<file path="src/rtl/weight_fetch.sv">
// Streams a run of words from a synchronous-read weight memory into a
// valid/ready interface, keeping at most two words buffered or in flight.
module weight_fetch #(
  parameter int unsigned DATA_WIDTH = 32,
  parameter int unsigned ADDR_WIDTH = 10
) (
  input  logic                  clk,
  input  logic                  rst_n,
  input  logic                  start,
  input  logic [ADDR_WIDTH-1:0] base_addr,
  input  logic [ADDR_WIDTH:0]   length,
  output logic                  mem_en,
  output logic                  mem_we,
  output logic [ADDR_WIDTH-1:0] mem_addr,
  input  logic [DATA_WIDTH-1:0] mem_rdata,
  output logic                  w_valid,
  input  logic                  w_ready,
  output logic [DATA_WIDTH-1:0] w_data,
  output logic                  w_last,
  output logic                  busy,
  output logic                  done
);

  typedef enum logic [1:0] {StIdle, StFetch, StDrain, StDone} state_t;

  localparam logic [ADDR_WIDTH-1:0] AddrOne = 1;
  localparam logic [ADDR_WIDTH:0]   CntOne  = 1;

  state_t                state_q, state_d;
  logic [ADDR_WIDTH-1:0] addr_q, addr_d;
  logic [ADDR_WIDTH:0]   issue_q, issue_d;
  logic [ADDR_WIDTH:0]   xfer_q, xfer_d;
  logic [1:0]            cnt_q, cnt_d;
  logic                  inflight_q, inflight_d;
  logic [DATA_WIDTH-1:0] fifo0_q, fifo0_d, fifo1_q, fifo1_d;
  logic [1:0]            occ;
  logic                  pop;

  // A word returning from memory this cycle is presented directly when the
  // FIFO is empty, which gives the two-cycle first-word latency.
  assign occ      = cnt_q + {1'b0, inflight_q};
  assign mem_we   = 1'b0;
  assign mem_addr = addr_q;
  assign mem_en   = (state_q == StFetch) && (issue_q != '0) && (occ < 2'd2);
  assign w_valid  = (cnt_q != 2'd0) || inflight_q;
  assign w_data   = (cnt_q != 2'd0) ? fifo0_q : (inflight_q ? mem_rdata : '0);
  assign w_last   = w_valid && (xfer_q == CntOne);
  assign pop      = w_valid && w_ready;
  assign busy     = (state_q != StIdle);
  assign done     = (state_q == StDone);

  always_comb begin
    state_d    = state_q;
    addr_d     = addr_q;
    issue_d    = issue_q;
    xfer_d     = xfer_q;
    cnt_d      = cnt_q;
    fifo0_d    = fifo0_q;
    fifo1_d    = fifo1_q;
    inflight_d = mem_en;

    if (mem_en) begin
      addr_d  = addr_q + AddrOne;
      issue_d = issue_q - CntOne;
    end
    if (pop) begin
      xfer_d = xfer_q - CntOne;
    end

    // Push is the word arriving from memory; with an empty FIFO a push and
    // pop in the same cycle bypass storage entirely.
    case (cnt_q)
      2'd0: begin
        if (inflight_q && !pop) begin
          fifo0_d = mem_rdata;
          cnt_d   = 2'd1;
        end
      end
      2'd1: begin
        if (inflight_q && pop) begin
          fifo0_d = mem_rdata;
        end else if (inflight_q) begin
          fifo1_d = mem_rdata;
          cnt_d   = 2'd2;
        end else if (pop) begin
          cnt_d = 2'd0;
        end
      end
      2'd2: begin
        if (pop) begin
          fifo0_d = fifo1_q;
          if (inflight_q) begin
            fifo1_d = mem_rdata;
          end else begin
            cnt_d = 2'd1;
          end
        end
      end
      default: cnt_d = 2'd0;
    endcase

    case (state_q)
      StIdle: begin
        if (start) begin
          if (length == '0) begin
            state_d = StDone;
          end else begin
            addr_d  = base_addr;
            issue_d = length;
            xfer_d  = length;
            state_d = StFetch;
          end
        end
      end
      StFetch: begin
        if (issue_d == '0) state_d = StDrain;
      end
      StDrain: begin
        if (pop && w_last) state_d = StDone;
      end
      StDone:  state_d = StIdle;
      default: state_d = StIdle;
    endcase
  end

  always_ff @(posedge clk or negedge rst_n) begin
    if (!rst_n) begin
      state_q    <= StIdle;
      addr_q     <= '0;
      issue_q    <= '0;
      xfer_q     <= '0;
      cnt_q      <= 2'd0;
      inflight_q <= 1'b0;
      fifo0_q    <= '0;
      fifo1_q    <= '0;
    end else begin
      state_q    <= state_d;
      addr_q     <= addr_d;
      issue_q    <= issue_d;
      xfer_q     <= xfer_d;
      cnt_q      <= cnt_d;
      inflight_q <= inflight_d;
      fifo0_q    <= fifo0_d;
      fifo1_q    <= fifo1_d;
    end
  end

endmodule

</file>
<file path="config.mk">
export PLATFORM = sky130hd
export DESIGN_NAME = weight_fetch
export DESIGN_NICKNAME = d
export VERILOG_FILES = /design/src/rtl/weight_fetch.sv
export SDC_FILE = /design/constraint.sdc
export NUM_CORES = 1
export LEC_CHECK = 0
export CELL_PAD_IN_SITES_DETAIL_PLACEMENT = 1
export CELL_PAD_IN_SITES_GLOBAL_PLACEMENT = 1
export CORE_ASPECT_RATIO = 1.2
export CORE_UTILIZATION = 25
export CTS_CLUSTER_DIAMETER = 60
export DETAILED_ROUTE_END_ITERATION = 10
export DONT_BUFFER_PORTS = 1
export GPL_ROUTABILITY_DRIVEN = 0
export HOLD_SLACK_MARGIN = 0.06
export PLACE_DENSITY_LB_ADDON = 0.1
export SETUP_SLACK_MARGIN = 0.3
export SLEW_MARGIN = 10
export SYNTH_ARGS = -nofsm -noshare
export SYNTH_HDL_FRONTEND = slang
export SYNTH_SLANG_ARGS = --single-unit
</file>
<file path="constraint.sdc">
create_clock -name clk -period 2.5 [get_ports clk]
set_clock_uncertainty 0.1 [all_clocks]
set_input_delay 0.25 -clock clk [delete_from_list [all_inputs] [get_ports clk]]
set_output_delay 0.25 -clock clk [all_outputs]
set_load 0.005 [all_outputs]
</file>
# Word level (Yosys, flattened, before mapping)
# Index checks and enable logic that the tools add are counted.
dict set report op_classes {
  n_addsub 4
  magnitude_cmp 1
  n_eq_ne 15
  n_mux 34
  n_reduce_logical 22
}
# operator count
set ops {}
lappend ops {{2-to-1 mux 32 bit} 8}
lappend ops {{case mux 32 bit (3 select lines)} 1}
lappend ops {{2-to-1 mux 11 bit} 8}
lappend ops {{case mux 32 bit (2 select lines)} 1}
lappend ops {{2-to-1 mux 10 bit} 4}
lappend ops {{zero test 11 bit} 2}
lappend ops {{subtractor 11 x 1 -> 11 bit, second input constant} 2}
lappend ops {{2-to-1 mux 2 bit} 10}
lappend ops {{!= test 2 bit, second input constant} 7}
lappend ops {{== test 11 x 1 -> 1 bit, second input constant} 1}
lappend ops {{nonzero test 11 bit} 1}
lappend ops {{adder 10 x 1 -> 10 bit, second input constant} 1}
lappend ops {{case mux 2 bit (4 select lines)} 1}
lappend ops {{logical AND 1 bit} 7}
lappend ops {{== test 2 bit, second input constant} 3}
lappend ops {{case mux 2 bit (3 select lines)} 1}
lappend ops {{AND reduction 3 bit} 2}
lappend ops {{nonzero test 2 bit} 3}
lappend ops {{AND reduction 5 bit} 1}
lappend ops {{== test 2 x 1 -> 1 bit, second input constant} 2}
lappend ops {{zero test 2 bit} 2}
lappend ops {{AND reduction 4 bit} 1}
lappend ops {{!= test 3 bit, second input constant} 1}
lappend ops {{nonzero test 3 bit} 1}
lappend ops {{5 further kinds} 5}
dict set report totals {
  reg_bits 101
  in_bits 57
  out_inout_bits 48
  wordCells 84
}

# Logic depth before layout (Yosys ltp)
dict set report logic_depth {
  word_depth 7
  ltp_mapped 9
  mapped_depth_nobuf 9
}

# Least setup slack after synthesis
# Ideal clock, no wire load.
dict set report synth_path {
  path_kind {register to register}
  start {register issue_q[0]}
  end {register state_q[1]}
  setup_time_ns 0.125
  arrival_ns 2.191
  required_time_ns 2.275
  path_slack_ns 0.084
  stages_incl_launch_ff 10
  period_less_slack_ns 2.416
  cell_sequence {dfrtp_1 > inv_1 > ha_1 > nor4b_4 > nand3_1 > a211oi_1 > a41oi_1 > nor4b_1 > a31o_2 > mux2_4}
}
dict set report synth_between {
  elab_chain_len 7
  elab_cells_between_ends 8
}
# item line_no
set synth_lines {}
lappend synth_lines {{start, declared} 31} ;# logic [ADDR_WIDTH:0] issue_q, issue_d;
lappend synth_lines {{start signal, assigned} 139} ;# issue_q <= issue_d;
lappend synth_lines {{branches (longest 3 deep; another with subtractor 11 x 1 -> 11 bit)} n/a}
lappend synth_lines {{2-to-1 mux 11 bit *} 62} ;# if (mem_en) begin
lappend synth_lines {{zero test 11 bit *} 116} ;# if (issue_d == '0) state_d = StDrain;
lappend synth_lines {{!= test 2 x 1 -> 1 bit (no source line) *} n/a}
lappend synth_lines {{AND reduction 3 bit (no source line) *} n/a}
lappend synth_lines {{end signal, assigned} 128} ;# state_q <= StIdle;
lappend synth_lines {{end signal, assigned} 137} ;# state_q <= state_d;
lappend synth_lines {{end, declared} 29} ;# state_t state_q, state_d;
# Mark *: on every way between the ends.
# A chain may end at the register's enable or synchronous reset.

# Worst setup path after layout
# Same ends and word-level chain as after synthesis.

==> impl_results.md <==
- Status: complete, but fails checks
- Failing checks: negative hold slack
- Starting DRT DRC Count: 157
- Worst-path fanout max: 4
- Top cell type by total area after synthesis: dfrtp_1
- Synth cell count leaders: 101 x dfrtp_1, 96 x nand2_1, 55 x nor2_1
- Number of global-route vias before repair: 4991
- GRT met3 Usage: 3.184%
- Utilization after layout: 32.70%
- Hold Violations, Final: 101
- Finished Cell Area: 6858 sq um
- Warning count from the yosys run: 0
- VDD IR-drop max: 0.4470 mV
- Fin crit period: 2.313 ns
- Reg2Reg Setup Slack: 0.19 ns
- Post-Layout Cell Count: 926
- CORE AREA: 20970 sq um
- Port bufs: 0
- Hold slack: -0.5094 ns
- Post-detailed-route count of antenna-violating nets: 0
- Met1 GRT Util: 17.51%
- Placed Area: 5854 sq um
- Worst Setup End Kind: flop
- Initial Util: 25.48%
- Post-detailed-route DRC marker count: 0
- # IOs: 105
- Syn_nets: 640
- Worst slew pin tran: 0.6579 ns
- Synth top area cells: dfrtp_1 47%, mux2i_1 6.7%, mux2_2 6.7%
- Start of the worst register-to-register path: issue_q[0]
- Fin nets: 718
- Via density: 4.795
- Leak pwr: 2.741 nW
- Hold crit path type: in -> async
- Period utilization: 92.50%
- Pins over their slew limit: 0
- Cts hold-fix bufs: 55
- DPL Wire Length: 10960 um
- WP data required: 2.63 ns
- Routed wire length: 16090 um
- GRT Total Usage: 15.56%
- Maximum clock frequency: 432.4 MHz
- Worst-Skew Late Latency: 0.35 ns
- #FFs+latches synth: 101
- Mean post-synth cell area: 9.310 sq um
- Slowest CP cell: dfrtp_1
- TritonCTS Buffers: 9
- Post-synth EDFFs: 0
- Power density over the cells: 1183 nW/um^2
- Multi-input gate area: 2728 sq um
- Maxcap violations: 0
- Worst-path clk slew: 0.07 ns
- Root Driver: clkbuf_16
- RSZ-0062 raised after global routing: yes
- Top-area cell type share of the netlist area: 47.30%
- Slowest stage delay, CP: 0.41 ns
- TritonCTS clock tree: built
- Buffers and inverters on the worst path: 3
- Met2 usage: 28.37%
- Sequential cell area: 2529 sq um
- Drt wl/cell: 17.38 um
- Cell variety after synth: 46
- Die footprint: 21970 sq um
- Critical path data arrival time: 2.45 ns
- Primary FF master, synth: dfrtp_1
- # setup viols final: 0
- GRT Max-Usage Layer: met2
- Clock sink count: 101
- Layout cell share with drive strength beyond 1: 18.29%
- First-pass GRT wire length: 26190 um
- DRT Pass-1 Iters: 4
- Setup_tns: 0 ns
- FP Rows: 58
- Max_slew headroom: 56.14%
- Worst Setup Start Kind: flop
- Number of fill cells: 2371
- Post-Syn Area: 5344 sq um
- Area Growth Syn to Fin: 28.33%
- Reg2Reg Capture Point: state_q[1]
- Total gr overflow: 0
- Post-synthesis sequential area ratio: 47.30%
- Via Count: 4440
- Crit Path Class: reg -> reg
- Most frequent cell after synthesis: dfrtp_1
- Worst-path cell chain: inv_2 > ha_4 > nor4b_4 > buf_4 > buf_6 > nand2_2 > mux2i_1 > a22o_1 > a31o_2 > mux2_4
- Die Span Y: 162.2 um
- H-tree levels: 3
- Asr flop ratio synth: 100.0%
- Largest net degree at the start of global routing: 102
- Top cell family by delay on the critical path: compound AO/OA/AOI/OAI gates
- Register-to-Register Path Depth: 10
- Initial antenna violation count: 0
- Placed cells: 845
- Clock tree buffer depth: 2
- Antenna diodes: 0
- Die Width: 135.5 um
- Synth Instances: 574
## state kept, by name, indices dropped and copies added, names as in the netlist
signal and flops:
state_q 2, cnt_q 2, fifo0_q 32, mem_addr 10, issue_q 11, inflight_q 1, fifo1_q 32, xfer_q 11
## per-stage QoR
step	setup slack [ns]	power [mW]
floorplan	0.1734	5.317
global placement	0.06368	6.353
detailed placement	0.01738	6.485
CTS	0.1957	8.203
global route	0.01658	8.839
finish	0.1874	8.112
## where the power goes
group / internal, mW / switching [mW]
logic: 1.65 / 1.93
clock network: 0.823 / 0.627
registers: 2.44 / 0.638
## worst max-delay path by stage
stage	start	endpoint	slack (ns)	depth (start not counted)
5_1_grt	issue_q[0]	state_q[0]	0.02	10
6_report	issue_q[0]	state_q[1]	0.19	10
3_5_place_dp	issue_q[0]	state_q[1]	0.02	9
2_1_floorplan	issue_q[0]	state_q[1]	0.17	9
3_3_place_gp	issue_q[0]	state_q[1]	0.06	9
4_1_cts	issue_q[1]	state_q[1]	0.20	9
## cell usage in the layout, fill, tap and decap left out, drive strengths merged, types with 11 or more instances in the layout
master and instances:
inv 11, o21ai 52, clkbuf 11, nand2 96, buf 45, a21oi 53, xor2 13, mux2i 36
nor2 55, xnor2 15, mux2 33, dfrtp 101, dlygate4sd3 55
## logic make-up after synthesis
logic type / share of synthesized area (%)
xor gates and xnor gates: 4.589
and+or+nand+nor: 17.14
muxes: 13.77
other: 0.07017
buffers and inverters: 3.465
DFF: 47.30
AOI/OAI and AO/OA: 11.57
adders and majority gates: 2.107
## layout make-up
cell class / instances / area share [%]
Clock buffer: 11 / 3.685
Clock inverter: 4 / 0.6933
Inverter: 12 / 0.6751
Multi-Input combinational cell: 428 / 39.77
Sequential cell: 101 / 36.87
Tap cell: 270 / 4.926
Timing Repair Buffer: 100 / 13.37
## routing by layer
metal	up-vias	wire length, um
li1	2118	-
met3	20	723
met4	0	298
met2	97	8501
met5	-	0
met1	2205	6570
## what timing repair did
item | 4_1_cts | 5_1_grt
endpoints found under the hold margin | 199 | 101
endpoints found under the setup margin | 34 | 22
gates resized for setup | 13 | 20
pin swaps | 6 | 1
buffers inserted | 7 | 4
(Power assumes the default switching activity.)
